$ cat src/rtl/lstm_cell_update_if.sv
// Handshake and vector bus between the four LSTM gate blocks and the cell-state update.
// The master drives the gate vectors and the start/clear strobes. The slave returns
// status plus the h and c vectors.
interface lstm_cell_update_if #(
    parameter int HIDDEN_SZ      = 16,
    parameter int QN             = 6,
    parameter int QM             = 11,
    parameter int BITWIDTH       = QN + QM + 1,
    parameter int LAYER_BITWIDTH = BITWIDTH * HIDDEN_SZ
);
    logic                      beginCalc;
    logic                      clearState;
    logic [LAYER_BITWIDTH-1:0] inputGate;
    logic [LAYER_BITWIDTH-1:0] forgetGate;
    logic [LAYER_BITWIDTH-1:0] outputGate;
    logic [LAYER_BITWIDTH-1:0] candidate;
    logic                      busy;
    logic                      dataReady;
    logic [LAYER_BITWIDTH-1:0] hiddenOut;
    logic [LAYER_BITWIDTH-1:0] cellOut;

    modport master (
        output beginCalc, clearState, inputGate, forgetGate, outputGate, candidate,
        input  busy, dataReady, hiddenOut, cellOut
    );

    modport slave (
        input  beginCalc, clearState, inputGate, forgetGate, outputGate, candidate,
        output busy, dataReady, hiddenOut, cellOut
    );
endinterface

$ cat src/rtl/lstm_cell_update.sv
// Element-wise LSTM state update: c = f*c + i*g, h = o*tanh(c).
// One shared signed multiplier serves all elements. Each element takes four cycles.
//
//   state  | meaning
//   -------+--------------------------------------------------------------
//   IDLE   | waiting; clearState zeroes c, beginCalc latches gate vectors
//   S_FC   | pfc = sat(f*c)
//   S_IG   | c_new = sat(pfc + sat(i*g)), written back into cell storage
//   S_TANH | t = tanh_pwl(c_new)
//   S_OH   | h = sat(o*t); advance element or finish
//   DONE   | dataReady pulse, back to IDLE
module lstm_cell_update #(
    parameter int HIDDEN_SZ      = 16,
    parameter int QN             = 6,
    parameter int QM             = 11,
    parameter int BITWIDTH       = QN + QM + 1,
    parameter int LAYER_BITWIDTH = BITWIDTH * HIDDEN_SZ
) (
    input  logic              clock,
    input  logic              reset,
    lstm_cell_update_if.slave bus
);
    localparam int BW    = BITWIDTH;
    localparam int PW    = 2 * BITWIDTH;
    localparam int IDX_W = (HIDDEN_SZ > 1) ? $clog2(HIDDEN_SZ) : 1;

    localparam logic signed [PW-1:0] SAT_MAX = {{(BW+1){1'b0}}, {(BW-1){1'b1}}};
    localparam logic signed [PW-1:0] SAT_MIN = {{(BW+1){1'b1}}, {(BW-1){1'b0}}};
    localparam logic signed [BW-1:0] EL_MIN  = {1'b1, {(BW-1){1'b0}}};
    localparam logic        [BW-1:0] EL_MAXU = {1'b0, {(BW-1){1'b1}}};

    // tanh breakpoints and offsets in Q(QM)
    localparam logic [BW-1:0] T_HALF  = BW'(1) << (QM - 1);
    localparam logic [BW-1:0] T_1P5   = BW'(3) << (QM - 1);
    localparam logic [BW-1:0] T_3     = BW'(3) << QM;
    localparam logic [BW-1:0] C_5_16  = BW'(5) << (QM - 4);
    localparam logic [BW-1:0] C_25_32 = BW'(25) << (QM - 5);
    localparam logic [BW-1:0] C_ONE   = BW'(1) << QM;

    typedef enum logic [2:0] {IDLE, S_FC, S_IG, S_TANH, S_OH, DONE} state_t;

    state_t                 state_q;
    logic [IDX_W-1:0]       idx_q;
    logic                   busy_q;
    logic                   ready_q;
    logic signed [BW-1:0]   pfc_q;
    logic signed [BW-1:0]   cnew_q;
    logic signed [BW-1:0]   t_q;
    logic signed [BW-1:0]   i_q    [HIDDEN_SZ];
    logic signed [BW-1:0]   f_q    [HIDDEN_SZ];
    logic signed [BW-1:0]   o_q    [HIDDEN_SZ];
    logic signed [BW-1:0]   g_q    [HIDDEN_SZ];
    logic signed [BW-1:0]   cell_q [HIDDEN_SZ];
    logic signed [BW-1:0]   hid_q  [HIDDEN_SZ];

    logic signed [BW-1:0]   mul_a;
    logic signed [BW-1:0]   mul_b;
    logic signed [PW-1:0]   mul_a_w;
    logic signed [PW-1:0]   mul_b_w;
    logic signed [PW-1:0]   prod;
    logic signed [BW-1:0]   msat_d;
    logic signed [BW:0]     sum_d;
    logic signed [PW-1:0]   sum_w;
    logic signed [BW-1:0]   cnew_d;

    function automatic logic signed [BW-1:0] sat(input logic signed [PW-1:0] v);
        if (v > SAT_MAX)
            return SAT_MAX[BW-1:0];
        else if (v < SAT_MIN)
            return SAT_MIN[BW-1:0];
        else
            return v[BW-1:0];
    endfunction

    // Odd-symmetric piecewise-linear tanh built from shifts and adds only
    function automatic logic signed [BW-1:0] tanh_pwl(input logic signed [BW-1:0] x);
        logic [BW-1:0] a;
        logic [BW-1:0] y;
        if (x == EL_MIN)
            a = EL_MAXU;
        else if (x[BW-1])
            a = $unsigned(-x);
        else
            a = $unsigned(x);
        if (a < T_HALF)
            y = a;
        else if (a < T_1P5)
            y = (a >> 2) + (a >> 3) + C_5_16;
        else if (a < T_3)
            y = (a >> 4) + C_25_32;
        else
            y = C_ONE;
        return x[BW-1] ? $signed(-y) : $signed(y);
    endfunction

    // Shared multiplier: operand mux by state, full-width product, shift, saturate
    always_comb begin
        mul_a = '0;
        mul_b = '0;
        case (state_q)
            S_FC: begin
                mul_a = f_q[idx_q];
                mul_b = cell_q[idx_q];
            end
            S_IG: begin
                mul_a = i_q[idx_q];
                mul_b = g_q[idx_q];
            end
            S_OH: begin
                mul_a = o_q[idx_q];
                mul_b = t_q;
            end
            default: ;
        endcase
        mul_a_w = mul_a;
        mul_b_w = mul_b;
        prod    = mul_a_w * mul_b_w;
        msat_d  = sat(prod >>> QM);
        sum_d   = {pfc_q[BW-1], pfc_q} + {msat_d[BW-1], msat_d};
        sum_w   = sum_d;
        cnew_d  = sat(sum_w);
    end

    // Sequencer and all datapath/output registers
    always_ff @(posedge clock) begin
        if (reset) begin
            state_q <= IDLE;
            idx_q   <= '0;
            busy_q  <= 1'b0;
            ready_q <= 1'b0;
            pfc_q   <= '0;
            cnew_q  <= '0;
            t_q     <= '0;
            for (int k = 0; k < HIDDEN_SZ; k++) begin
                i_q[k]    <= '0;
                f_q[k]    <= '0;
                o_q[k]    <= '0;
                g_q[k]    <= '0;
                cell_q[k] <= '0;
                hid_q[k]  <= '0;
            end
        end else begin
            case (state_q)
                IDLE: begin
                    ready_q <= 1'b0;
                    if (bus.clearState) begin
                        for (int k = 0; k < HIDDEN_SZ; k++)
                            cell_q[k] <= '0;
                    end
                    if (bus.beginCalc) begin
                        for (int k = 0; k < HIDDEN_SZ; k++) begin
                            i_q[k] <= bus.inputGate[k*BW +: BW];
                            f_q[k] <= bus.forgetGate[k*BW +: BW];
                            o_q[k] <= bus.outputGate[k*BW +: BW];
                            g_q[k] <= bus.candidate[k*BW +: BW];
                        end
                        idx_q   <= '0;
                        busy_q  <= 1'b1;
                        state_q <= S_FC;
                    end
                end
                S_FC: begin
                    pfc_q   <= msat_d;
                    state_q <= S_IG;
                end
                S_IG: begin
                    cnew_q         <= cnew_d;
                    cell_q[idx_q]  <= cnew_d;
                    state_q        <= S_TANH;
                end
                S_TANH: begin
                    t_q     <= tanh_pwl(cnew_q);
                    state_q <= S_OH;
                end
                S_OH: begin
                    hid_q[idx_q] <= msat_d;
                    if (idx_q == IDX_W'(HIDDEN_SZ - 1)) begin
                        ready_q <= 1'b1;
                        state_q <= DONE;
                    end else begin
                        idx_q   <= idx_q + 1'b1;
                        state_q <= S_FC;
                    end
                end
                DONE: begin
                    ready_q <= 1'b0;
                    busy_q  <= 1'b0;
                    state_q <= IDLE;
                end
                default: state_q <= IDLE;
            endcase
        end
    end

    assign bus.busy      = busy_q;
    assign bus.dataReady = ready_q;

    for (genvar k = 0; k < HIDDEN_SZ; k++) begin : g_pack
        assign bus.hiddenOut[k*BW +: BW] = hid_q[k];
        assign bus.cellOut[k*BW +: BW]   = cell_q[k];
    end
endmodule

$ cat src/flat_wrapper.sv
// flat-port wrapper written by rule: the top's interface ports become plain ports
module lstm_cell_update_flat 
#(
    parameter int HIDDEN_SZ      = 16,
    parameter int QN             = 6,
    parameter int QM             = 11,
    parameter int BITWIDTH       = QN + QM + 1,
    parameter int LAYER_BITWIDTH = BITWIDTH * HIDDEN_SZ
)
  (clock, reset, bus_beginCalc, bus_clearState, bus_inputGate, bus_forgetGate, bus_outputGate, bus_candidate, bus_busy, bus_dataReady, bus_hiddenOut, bus_cellOut);
  lstm_cell_update_if #(.HIDDEN_SZ(HIDDEN_SZ), .QN(QN), .QM(QM), .BITWIDTH(BITWIDTH), .LAYER_BITWIDTH(LAYER_BITWIDTH)) bus_i ();
  input  logic clock;
  input  logic reset;
  input wire logic [$bits(bus_i.beginCalc)-1:0] bus_beginCalc;
  input wire logic [$bits(bus_i.clearState)-1:0] bus_clearState;
  input wire logic [$bits(bus_i.inputGate)-1:0] bus_inputGate;
  input wire logic [$bits(bus_i.forgetGate)-1:0] bus_forgetGate;
  input wire logic [$bits(bus_i.outputGate)-1:0] bus_outputGate;
  input wire logic [$bits(bus_i.candidate)-1:0] bus_candidate;
  output wire logic [$bits(bus_i.busy)-1:0] bus_busy;
  output wire logic [$bits(bus_i.dataReady)-1:0] bus_dataReady;
  output wire logic [$bits(bus_i.hiddenOut)-1:0] bus_hiddenOut;
  output wire logic [$bits(bus_i.cellOut)-1:0] bus_cellOut;
  assign bus_i.beginCalc = bus_beginCalc;
  assign bus_i.clearState = bus_clearState;
  assign bus_i.inputGate = bus_inputGate;
  assign bus_i.forgetGate = bus_forgetGate;
  assign bus_i.outputGate = bus_outputGate;
  assign bus_i.candidate = bus_candidate;
  assign bus_busy = bus_i.busy;
  assign bus_dataReady = bus_i.dataReady;
  assign bus_hiddenOut = bus_i.hiddenOut;
  assign bus_cellOut = bus_i.cellOut;
  lstm_cell_update #(.HIDDEN_SZ(HIDDEN_SZ), .QN(QN), .QM(QM), .BITWIDTH(BITWIDTH), .LAYER_BITWIDTH(LAYER_BITWIDTH)) u_core (.clock(clock), .reset(reset), .bus(bus_i));
endmodule
$ cat config.mk
export PLATFORM = sky130hd
export DESIGN_NAME = lstm_cell_update_flat
export DESIGN_NICKNAME = d
export VERILOG_FILES = /design/src/rtl/lstm_cell_update_if.sv /design/src/rtl/lstm_cell_update.sv /design/src/flat_wrapper.sv
export SDC_FILE = /design/constraint.sdc
export NUM_CORES = 2
export LEC_CHECK = 0
export BUFFER_PORTS_ARGS = -buffer_cell sky130_fd_sc_hd__buf_2
export CAP_MARGIN = 25
export CORE_AREA = 5 5 663 665
export CTS_CLUSTER_DIAMETER = 50
export DETAILED_ROUTE_END_ITERATION = 8
export DIE_AREA = 0 0 668 670
export PLACE_DENSITY_LB_ADDON = 0.1
export SYNTH_ARGS = -nofsm -noshare
export SYNTH_HDL_FRONTEND = slang
export SYNTH_SLANG_ARGS = --single-unit
$ cat constraint.sdc
create_clock -name clock -period 172.1 [get_ports clock]
set_input_delay 34.42 -clock clock [delete_from_list [all_inputs] [get_ports clock]]
set_output_delay 34.42 -clock clock [all_outputs]
set_load 0.05 [all_outputs]
Word-level counts from Yosys, hierarchy flattened:

Memory sizes are Yosys's and may differ from the RTL's. A register that Yosys moved wholly into a read port is not among the register bits.
Cells that the tools add are included.

* flip-flop bits (word level): 63
* RAM bits: 1728
* bits of input ports: 1156
* memories kept: 6

* add/subtract/negate cells: 7
* multipliers: 1
* order comparisons: 7
* equal/unequal tests: 10
* multiplexer cells: 138
* bitwise gates (word level): 80
* reductions and logical operators: 10

Memory list
* u_core.cell_q: words 16, width 18, read ports 17, clocked after memory_dff 1, wr ports 16, line lstm_cell_update.sv:53 `logic signed [BW-1:0] cell_q [HIDDEN_SZ];`
* u_core.f_q: words 16, width 18, read ports 1, clocked after memory_dff 1, wr ports 16, line lstm_cell_update.sv:50 `logic signed [BW-1:0] f_q [HIDDEN_SZ];`
* u_core.g_q: words 16, width 18, read ports 1, clocked after memory_dff 1, wr ports 16, line lstm_cell_update.sv:52 `logic signed [BW-1:0] g_q [HIDDEN_SZ];`
* u_core.hid_q: words 16, width 18, read ports 16, clocked after memory_dff 0, wr ports 16, line lstm_cell_update.sv:54 `logic signed [BW-1:0] hid_q [HIDDEN_SZ];`
* u_core.i_q: words 16, width 18, read ports 1, clocked after memory_dff 1, wr ports 16, line lstm_cell_update.sv:49 `logic signed [BW-1:0] i_q [HIDDEN_SZ];`
* u_core.o_q: words 16, width 18, read ports 1, clocked after memory_dff 1, wr ports 16, line lstm_cell_update.sv:51 `logic signed [BW-1:0] o_q [HIDDEN_SZ];`

Operator list (number)
* $mux W18: 96
* $pmux W18 S3: 2
* $or A1 B1 Y1: 80
* $mux W4: 14
* $mul A18 B18 Y36: 1
* $neg A18 Y18: 2
* $reduce_or A18 Y1: 2
* $gt A25 B18 Y1 const B: 1
* $lt A25 B18 Y1 const B: 1
* $mux W1: 20
* $add A18 B18 Y19: 1
* $gt A19 B18 Y1 const B: 1
* $lt A19 B18 Y1 const B: 1
* $add A18 B10 Y18 const B: 1
* $eq A18 B18 Y1 const B: 1
* $lt A18 B11 Y1 const B: 1
* $lt A18 B12 Y1 const B: 1
* $lt A18 B13 Y1 const B: 1
* $add A16 B15 Y17: 1
* $add A14 B11 Y15 const B: 1
* $pmux W3 S5: 1
* $pmux W4 S2: 1
* $eq A3 B2 Y1 const B: 2
* $eq A3 B3 Y1 const B: 2
* 12 further kinds: 18

Longest topological paths before layout:

* word-level depth: 13
* gate-level depth with buffers: 57

Worst setup path before layout:

OpenSTA, ideal clock, no wires.

* path kind: input-to-reg
* from: in bus_beginCalc
* to: reg with a tool-made name
* arrival: 119.470 ns
* data required time: 168.659 ns
* path slack: 49.188 ns
* stages: 3
* cells stage by stage: nand2b_1 o31ai_1 nor2_1

RTL lines
* from (decl): line flat_wrapper.sv:14 `input wire logic [$bits(bus_i.beginCalc)-1:0] bus_beginCalc;`

==> run metrics <==
leakage 48.3 nW; unrepaired setup endpoints after global routing no; die span in x 668 um; Rows 242; Core Util, Final 27.5%; largest net degree at the start of global routing 202; Tmin final 39.76 ns; initial DRC count 4686; Reg2Reg Depth 52; Startpoint Class input port; critical path endpoint category register; drt via density 4.37; CTS HTree Levels 5; fin nets 10200; Avg Synthesized Cell Area 13.7 um2; root buf cell clkbuf_16; Fin Setup TNS 0 ns; Antenna Violating Nets Remaining 0; PortBufs 1733; total power 1.61 mW; first-pass GRT wire length 611 mm; Post-route DRC 0; Post-synth top flop edfxtp_1; hold_buf cts 0; FMAX 25.2 MHz; share of cells above drive strength 1 33.2%; Max-cap violations 0; Die Y 670 um; Mapped Nets 8360; commonest non-fill, non-tap cell in the layout buf_2; Final setup viols 0; Placed Cells 14000; I/O pin count 1734; peak supply drop 15.3 uV; slew of the pin with the lowest slew margin 1.20 ns; Post-Route WL 463 mm; post-CTS resize count 0; Starting Density 21.3%; Pins Over Slew Limit 0; initial antenna violation count 395; drt first pass iters 6; Post-synth EDFFs 1728; CTS Buf Count 312; Worst slew margin 20.0%; flops & latches, synth 1795; Yosys cell types 88; Hold Fails Final Rpt 0; core box area 0.433 mm2; ys async rst share 0%; via count 63900; skew final 0.0613 ns; # Post-CTS Setup Buffers 0; register area share after synthesis 57.8%; P&R area growth vs syn 29.3%; CP Data Arrival Time 40.30 ns; number of global-route vias before repair 67100; outcome complete, no violations; WL/cell 31.7 um; Final Wtd Congestion 0.849; Post-Syn Instances 6736; r2r setup slk 154.34 ns; Worst R2R End u_core.cell_q[0][2]$_SDFFCE_PN0P_; crit path from bus_beginCalc; commonest cells after routing, fill and taps aside buf_2, edfxtp_1, nor2_1, and2_1, nor2b_1; worst hold path startpoint u_core.t_q[0]$_SDFFE_PP0N_; Finished Layout Cells 14600; die area 0.448 mm2; Hold Crit Class reg2reg; critical path class in2reg; Hold Slack 0.467 ns; crit path max fanout 157; overall routing resource usage 20.0%; CTS tree done; Synth warnings 0; gr ovfl total 0; clock sinks 1795; power density cells 13.5 mW/mm2; Critical Path Sink u_core.o_q[12][0]$_SDFFCE_PP0P_; critical path required time 172.64 ns; Max Root-Sink Buffers 4; area of the mapped netlist 0.0921 mm2; clock slew seen by the registers of the worst setup and hold paths 0.05 ns; HPWL Detailed 366 mm; Final Cycle Share 23.1%; clock insertion delay at the later pin of the skew report 0.92 ns
-- metrics by stage --
stage               instance area, um2  setup slack [ns]
global route                    119000            131.90
finish                          119000            132.34
CTS                             119000            132.19
global placement                108000            131.22
detailed placement              108000            131.22
floorplan                        92100             49.19
-- worst max-delay path, cell delays in order --
cell and delay (ns):
buf_2 0.18, nand2b_1 0.17, o31ai_4 0.66, buf_4 0.81, buf_4 0.75, buf_12 0.61
buf_12 0.62, buf_4 0.80, buf_4 0.55, buf_16 0.32
-- logic make-up after synthesis --
kind of cell             after synthesis  share of synthesized area [%]
AND/OR/NAND/NOR                     2575                           14.2
flip-flops                          1795                           57.8
buffers and inverters                874                           3.72
adder cells (fa/ha/maj)              468                           9.06
multiplexers                         431                           10.1
AO/OA/AOI/OAI                        503                           4.20
XOR/XNOR                              90                          0.856
-- power by group --
group          internal, mW  switching (mW)  total [mW]
Combinational         0.110           0.324       0.434
Sequential            0.520          0.0158       0.536
Clock                 0.399           0.238       0.637
-- Yosys cell counts (all sizes together), types with 5 or more instances --
cell / instances / area [um2]
edfxtp: 1728 / 51900
nor2: 892 / 3360
and2: 734 / 4590
nor2b: 461 / 2880
inv: 446 / 1670
mux4: 399 / 8990
clkbuf: 346 / 1300
fa: 331 / 6630
nand2: 291 / 1090
ha: 137 / 1710
a21oi: 81 / 409
a221oi: 78 / 689
buf: 78 / 440
dfxtp: 67 / 1340
a211oi: 61 / 508
o21ai: 55 / 275
xnor2: 55 / 482
a21o: 48 / 360
nand3: 45 / 225
nor3: 45 / 225
xor2: 35 / 307
mux2i: 32 / 320
nand2b: 25 / 156
a22oi: 23 / 173
a21boi: 21 / 289
nand4: 17 / 106
a221o: 13 / 130
a31oi: 11 / 68.8
a41oi: 10 / 87.6
and3: 10 / 62.6
nor4: 10 / 62.6
o21a: 10 / 75.1
o31ai: 10 / 75.1
o21bai: 9 / 67.6
a2111oi: 8 / 70.1
nor3b: 8 / 65.1
or3: 8 / 50.1
o211ai: 7 / 52.6
o2bb2ai: 7 / 61.3
or2: 7 / 43.8
a32oi: 6 / 52.6
o22ai: 6 / 37.5
a211o: 5 / 43.8
-- worst min path at each step --
stage / slack [ns] / end / cells after the start
2_1_floorplan: 0.43 / u_core.t_q[10]$_SDFFE_PP0N_ / 2
6_report: 0.47 / u_core.t_q[0]$_SDFFE_PP0N_ / 2
4_1_cts: 0.47 / u_core.t_q[0]$_SDFFE_PP0N_ / 2
5_1_grt: 0.48 / u_core.t_q[0]$_SDFFE_PP0N_ / 2
3_3_place_gp: 0.45 / u_core.t_q[0]$_SDFFE_PP0N_ / 2
3_5_place_dp: 0.46 / u_core.t_q[0]$_SDFFE_PP0N_ / 2
-- sequential cells by signal (all words and copies together), names as in the netlist, named ones only --
register              cells
u_core.idx_q              4
u_core.o_q              288
u_core.f_q              288
u_core.cell_q           288
u_core.bus.dataReady      1
u_core.bus.busy           1
u_core.t_q               18
u_core.pfc_q             18
u_core.g_q              288
u_core.i_q              288
u_core.cnew_q            18
u_core.state_q            3
u_core.hid_q            288
-- final cells by class --
type                            count  area (um2)
Fill cell                       45000      314000
Clock inverter                    217        2590
Sequential cell                  1795       53200
Tap cell                         5734        7170
Timing Repair Buffer             1921       10300
Clock buffer                      346        8030
Inverter                          450        1700
Antenna cell                       83         208
Multi-Input combinational cell   4067       35800
-- routing by layer --
metal	global-route usage [%]	routed length [um]	up-vias
met4	4.61	14500	152
met3	4.76	30400	944
met2	35.6	234000	2520
li1	-	-	27700
met5	0	967	-
met1	24.3	183000	32600
(Power assumes the default switching activity.)
